## src/rtl/mult_pkg.sv

```systemverilog
// Shared definitions for the two-requester multiplier scheduler:
// operand and product widths, FSM states and requester IDs.
package mult_pkg;

   localparam int OP_W   = 5;
   localparam int PROD_W = 10;

   typedef enum logic [1:0] {
      IDLE = 2'd0,
      EXEC = 2'd1,
      RESP = 2'd2
   } state_t;

   typedef enum logic {
      REQ_A = 1'b0,
      REQ_B = 1'b1
   } req_t;

endpackage

```

## src/rtl/signed_multiplier.sv

```systemverilog
// Combinational full-precision signed multiplier shared by both requesters.
module signed_multiplier
   import mult_pkg::*;
(
   input  logic signed [OP_W-1:0]   X,
   input  logic signed [OP_W-1:0]   Y,
   output logic signed [PROD_W-1:0] Out
);

   // Sign-extend both operands first so -16 * -16 yields +256.
   assign Out = PROD_W'(X) * PROD_W'(Y);

endmodule

```

## src/rtl/mult_scheduler.sv

```systemverilog
// Round-robin front end that time-shares one signed multiplier between
// requesters A and B, holding each product until its owner accepts it.
module mult_scheduler
   import mult_pkg::*;
#(
   parameter int CNT_W = 8
)
(
   input  logic              Clk,
   input  logic              Rst_n,
   input  logic              ValidA,
   input  logic [OP_W-1:0]   XA,
   input  logic [OP_W-1:0]   YA,
   output logic              ReadyA,
   output logic              RspValidA,
   input  logic              RspReadyA,
   input  logic              ValidB,
   input  logic [OP_W-1:0]   XB,
   input  logic [OP_W-1:0]   YB,
   output logic              ReadyB,
   output logic              RspValidB,
   input  logic              RspReadyB,
   output logic [PROD_W-1:0] Prod,
   output logic              Busy,
   output logic [CNT_W-1:0]  DoneCnt
);

   state_t                    state_q, state_d;
   req_t                      owner_q, owner_d;
   req_t                      lastServed_q, lastServed_d;
   logic signed [OP_W-1:0]    opX_q, opX_d;
   logic signed [OP_W-1:0]    opY_q, opY_d;
   logic signed [PROD_W-1:0]  prodReg_q, prodReg_d;
   logic [CNT_W-1:0]          doneCnt_q, doneCnt_d;
   logic signed [PROD_W-1:0]  mulOut;
   logic                      grantA;
   logic                      grantB;
   logic                      ownerTakes;

   signed_multiplier uMult (
      .X   (opX_q),
      .Y   (opY_q),
      .Out (mulOut)
   );

   // On a tie the requester that was not served last wins.
   assign grantA = ValidA && (!ValidB || (lastServed_q == REQ_B));
   assign grantB = ValidB && (!ValidA || (lastServed_q == REQ_A));

   assign ownerTakes = (owner_q == REQ_A) ? RspReadyA : RspReadyB;

   always_comb begin
      state_d      = state_q;
      owner_d      = owner_q;
      lastServed_d = lastServed_q;
      opX_d        = opX_q;
      opY_d        = opY_q;
      prodReg_d    = prodReg_q;
      doneCnt_d    = doneCnt_q;
      ReadyA       = 1'b0;
      ReadyB       = 1'b0;
      case (state_q)
         IDLE: begin
            // Rst_n gating keeps Ready low while the block is held in reset.
            ReadyA = grantA && Rst_n;
            ReadyB = grantB && Rst_n;
            if (grantA) begin
               opX_d   = XA;
               opY_d   = YA;
               owner_d = REQ_A;
               state_d = EXEC;
            end else if (grantB) begin
               opX_d   = XB;
               opY_d   = YB;
               owner_d = REQ_B;
               state_d = EXEC;
            end
         end
         EXEC: begin
            prodReg_d = mulOut;
            state_d   = RESP;
         end
         RESP: begin
            if (ownerTakes) begin
               lastServed_d = owner_q;
               doneCnt_d    = doneCnt_q + CNT_W'(1);
               state_d      = IDLE;
            end
         end
         default: state_d = IDLE;
      endcase
   end

   always_ff @(posedge Clk or negedge Rst_n) begin
      if (!Rst_n) begin
         state_q      <= IDLE;
         owner_q      <= REQ_A;
         lastServed_q <= REQ_B;
         opX_q        <= '0;
         opY_q        <= '0;
         prodReg_q    <= '0;
         doneCnt_q    <= '0;
      end else begin
         state_q      <= state_d;
         owner_q      <= owner_d;
         lastServed_q <= lastServed_d;
         opX_q        <= opX_d;
         opY_q        <= opY_d;
         prodReg_q    <= prodReg_d;
         doneCnt_q    <= doneCnt_d;
      end
   end

   assign RspValidA = (state_q == RESP) && (owner_q == REQ_A);
   assign RspValidB = (state_q == RESP) && (owner_q == REQ_B);
   assign Prod      = prodReg_q;
   assign Busy      = (state_q != IDLE);
   assign DoneCnt   = doneCnt_q;

endmodule

```

## config.mk

```make
export PLATFORM = sky130hd
export DESIGN_NAME = mult_scheduler
export DESIGN_NICKNAME = d
export VERILOG_FILES = /design/src/rtl/mult_pkg.sv /design/src/rtl/signed_multiplier.sv /design/src/rtl/mult_scheduler.sv
export SDC_FILE = /design/constraint.sdc
export NUM_CORES = 1
export LEC_CHECK = 0
export ABC_AREA = 1
export CAP_MARGIN = 5
export CORE_MARGIN = 3
export CORE_UTILIZATION = 49
export DETAILED_ROUTE_END_ITERATION = 10
export MAX_ROUTING_LAYER = met4
export PLACE_DENSITY = 0.81
export RECOVER_POWER = 25
export SYNTH_ARGS = -nofsm -noshare
export SYNTH_HDL_FRONTEND = slang
export SYNTH_SLANG_ARGS = --single-unit
```

## constraint.sdc

```tcl
create_clock -name Clk -period 5.4 [get_ports Clk]
set_input_delay 0.54 -clock Clk [delete_from_list [all_inputs] [get_ports Clk]]
set_output_delay 0.54 -clock Clk [all_outputs]
set_load 0.05 [all_outputs]
```

Yosys cells after proc, flatten, opt, wreduce, memory -nomap -nowiden
Cells that the tools add are included.
{"block": "classes", "addsub": 1, "mul": 1, "eq_ne": 4, "mux": 13, "bitwise_logic": 2, "reduce_logical": 16}
{"operator": "5-bit two-way mux", "count": 4}
{"operator": "5-bit by 5-bit multiplier with 10-bit output", "count": 1}
{"operator": "8-bit by 1-bit adder with 8-bit output (second input constant)", "count": 1}
{"operator": "1-bit logical AND", "count": 6}
{"operator": "2-bit two-way mux", "count": 3}
{"operator": "2-bit one-hot mux with 3 select lines", "count": 1}
{"operator": "2-bit AND reduction", "count": 3}
{"operator": "1-bit two-way mux", "count": 5}
{"operator": "2-bit nonzero test", "count": 2}
{"operator": "3-bit inequality test (second input constant)", "count": 1}
{"operator": "2-bit by 1-bit equality test with 1-bit output (second input constant)", "count": 1}
{"operator": "2-bit equality test (second input constant)", "count": 1}
{"operator": "1-bit zero test", "count": 2}
{"operator": "2-bit zero test", "count": 1}
{"operator": "1-bit logical OR", "count": 2}
{"operator": "2-bit inequality test (second input constant)", "count": 1}
{"operator": "1-bit NOT", "count": 2}
{"block": "totals", "ff_bits": 32, "inputBits": 26, "output_inout_bits": 23, "wordCells": 44}

Longest topological paths before layout
{"block": "logic_depth", "depth_word": 6, "mapped_depth": 17}

Cells and area by module
From an unflattened synthesis, not the netlist that was laid out.
{"block": "hier_totals", "hier_cells": 338, "hier_area_um2": 2636.3}
{"module": "mult_scheduler", "n_inst": 1, "cells_per_inst": 179, "area_per_inst_um2": 1580.3, "seq_area_each_um2": 802.0}
{"module": "signed_multiplier", "n_inst": 1, "cells_per_inst": 159, "area_per_inst_um2": 1056.0, "seq_area_each_um2": 0.0}

Worst setup path before layout
OpenSTA, ideal clock, no wires.
{"block": "synth_path", "kind": "register to register", "startpoint": "reg opY_q[4]", "endpoint": "reg prodReg_q[6] (netlist: Prod[6])", "setup_time_ns": 0.083, "arrival_time_ns": 3.053, "required_time_ns": 5.317, "path_slack_ns": 2.264, "stages_incl_launch_ff": 13, "path_buffers": 0, "period_less_slack_ns": 3.136, "path_cell_list": "dfrtp_1 inv_1 nor2_1 fa_1 inv_1 fa_1 fa_1 inv_1 ha_1 a21o_1 o21ai_0 nand2_1 o21ai_0"}
{"block": "synth_via", "elab_chain_len": 1}
{"element": "start, declared", "line_no": "mult_scheduler.sv:32", "rtl": "logic signed [OP_W-1:0] opY_q, opY_d;"}
{"element": "start signal, assigned", "line_no": "mult_scheduler.sv:108", "rtl": "opY_q <= opY_d;"}
{"element": "5-bit by 5-bit multiplier with 10-bit output", "line_no": "signed_multiplier.sv:11", "rtl": "assign Out = PROD_W'(X) * PROD_W'(Y);"}
{"element": "end signal, assigned", "line_no": "mult_scheduler.sv:109", "rtl": "prodReg_q <= prodReg_d;"}
{"element": "end, declared", "line_no": "mult_scheduler.sv:33", "rtl": "logic signed [PROD_W-1:0] prodReg_q, prodReg_d;"}
Every way passes these cells.
A chain may end at the register's enable or synchronous reset.

Final worst setup path
{"block": "layout_path", "startpoint": "in Rst_n", "endpoint": "out ReadyA"}
{"block": "layout_via", "elab_chain_len": 2}
{"element": "start, declared", "line_no": "mult_scheduler.sv:10", "rtl": "input logic Rst_n,"}
{"element": "1-bit logical AND", "line_no": "mult_scheduler.sv:65", "rtl": "ReadyA = grantA && Rst_n;"}
{"element": "1-bit two-way mux", "line_no": "mult_scheduler.sv:62", "rtl": "case (state_q)"}
{"element": "end, declared", "line_no": "mult_scheduler.sv:14", "rtl": "output logic ReadyA,"}
Every way passes these cells.

==> flow_summary.yaml <==
routing:
  dr.pass1.iters: 5
  drt_iter0_markers: 126
  vias: 2102
  drt-vias-per-instance: 4.84
  postRouteAntennaNets: 0
  wire_per_inst_um: 11.7
  drt_wl_total_um: 5100
  drc: 0
final_layout:
  diodes: 0
  mostFrequentLayoutCells: "nand2_1, inv_1, clkdlybuf4s50_1"
  multi_input_area_mm2: 0.00137
  fin_cells: 434
  syn2layout_area_growth_pct: 27.2
  final_common_cell: "nand2_1"
  n_fill_cell: 410
  fin_nets: 425
  final_layout_size_suffix_gt1_share_pct: 5.18
  seq_area_um2: 802
worst_setup_path:
  start_kind: "input pin"
  cp-end-kind: "output pin"
  crit_type: "in2out"
  cp.required_ps: 4860
  worstPathMaxFanout: 33
  critPathArrivalTime_ps: 3620
clock_network:
  cts-root-buf: "clkbuf_8"
  cts_hold_buf: 0
  clock_sinks: 32
  post_cts_buffers: 0
  tritoncts: "done"
  h-tree-depth: 2
  path_clk_slew_ps: 70
  clk_latency_ps: 290
  cts_buffer_depth: 2
  post_cts_resized: 0
  numCtsBuffers: 5
floorplan:
  start_util_pct: 51.2
  rows: 25
  core_area_mm2: 0.00475
  fp.dieH_um: 76.5
  dieArea_mm2: 0.00585
  fp.dieW_um: 76.5
  io_pins: 49
yosys:
  synth_warnings: 0
  avgSynthCellArea_um2: 7.78
  synth.distinct_cells: 27
  synth_nets: 372
  synthCells: 313
  syn_area_mm2: 0.00243
  synth-seq-cells: 32
  synth-seq-area-share_pct: 33.0
run_status:
  status: "complete, but fails checks"
  violations: "max-capacitance violations, max-slew violations"
timing:
  post-route-period-util_pct: 77.0
  setup_viol: 0
  maxSlewViolCount: 34
  fmax_ghz: 0.241
  skew_ps: 8.52
  finalHoldViolCount: 0
  worst-slew-pin-transition_ps: 1750
  fin_tns_setup_ps: 0
  min_period_ps: 4160
  maxSlewHeadroom_pct: -16.8
  rsz0062_at_grt: "false"
global_route:
  overflow: 0
  grt_pass1_wl_um: 9110
  grt_pass1_vias: 2036
  grt_use_total_pct: 19.8
  antenna_found_initial: 0
  grt_max_degree: 34
placement:
  dp_cells: 426
  place.gp.congestion: 0.837
  port_buffers: 48
  dpl.hpwl_um: 3900
worst_hold_path:
  hold_class: "reg2reg"
flow_run:
  max_cap_violations: 1
## sequential cells by signal (all words and copies together) (netlist names)
register / flops
owner_q: 1
opY_q: 5
DoneCnt: 8
lastServed_q: 1
Prod: 10
opX_q: 5
state_q: 2
## layer usage
| layer | routed length [um] | vias to the layer above | part of all wire [%] | global-route usage (%) |
|---|---|---|---|---|
| met3 | 179 | 7 | 3.5 | 4.26 |
| met5 | 0 | - | 0 | - |
| met2 | 2660 | 47 | 52 | 33.1 |
| li1 | - | 1070 | - | - |
| met4 | 76 | 0 | 1.5 | 6.52 |
| met1 | 2180 | 978 | 43 | 23.8 |
## kinds of logic (layout without fill, tap and decap cells)
kind of cell / Yosys count / count (layout) / share of synthesized area [%]
flip-flops: 32 / 32 / 33.0
buffers and inverters: 68 / 122 / 10.7
XOR/XNOR: 6 / 6 / 2.16
AO/OA/AOI/OAI: 37 / 37 / 8.64
adder cells (fa/ha/maj): 33 / 33 / 22.2
AND/OR/NAND/NOR: 137 / 137 / 23.3
## final cells by class
cell class                 instances  area share (%)
clock buffer                       5            2.22
clock inverter                     3            1.37
inverter                          65            7.88
multi-input combinational        213            44.3
sequential                        32            25.9
tap                               67            2.71
timing repair buffer              49            15.6
## final timing paths
path | startpoint | to | slack [ps] | cells after the start
worst max-delay path | Rst_n | ReadyA | 1240 | 5
worst min-delay path | Prod[2]$_DFFE_PN0N_ | Prod[2]$_DFFE_PN0N_ | 470 | 2
worst max register to register | opY_q[4]$_DFFE_PN0P_ | Prod[6]$_DFFE_PN0N_ | 2050 | 12
worst min register to register | Prod[2]$_DFFE_PN0N_ | Prod[2]$_DFFE_PN0N_ | 470 | 2
max in group asynchronous | Rst_n | DoneCnt[7]$_DFFE_PN0P_ | 3140 | 2
min in group asynchronous | Rst_n | Prod[4]$_DFFE_PN0N_ | 1250 | 2
## per-stage QoR
step / util (%) / hold slack [ps] / worst slack, ps / cell area [um2]
finish: 65.1 / 469 / 1240 / 3100
global placement: 62.8 / 455 / 2120 / 2990
CTS: 65.2 / 477 / 2050 / 3100
global route: 65.1 / 504 / 908 / 3100
floorplan: - / 244 / 2260 / 2430
detailed placement: 62.8 / 459 / 2060 / 2990
## cell usage after synthesis (all sizes together)
library cell,count,area [um2]
xor2,4,35.0
ha,16,200
clkinv,1,3.75
o21ai,13,72.6
nand4,5,31.3
dfstp,1,26.3
a21o,1,7.51
buf,3,17.5
dfrtp,31,776
o22ai,2,12.5
nand2,92,353
nor2,25,106
a31oi,1,6.26
nor3,2,10.0
xnor2,2,17.5
fa,17,340
a21oi,20,111
and2,1,6.26
inv,64,240
nand3,12,60.1
## critical path, cell delays in order
cell	delay [ps]
dlygate4sd3_1	520
clkbuf_1	1260
inv_1	200
nor3_1	250
clkdlybuf4s50_1	830
Power is left out: the tool's default activity adds up to more than one toggle a clock period on the data nets, which glitch-free logic cannot reach.
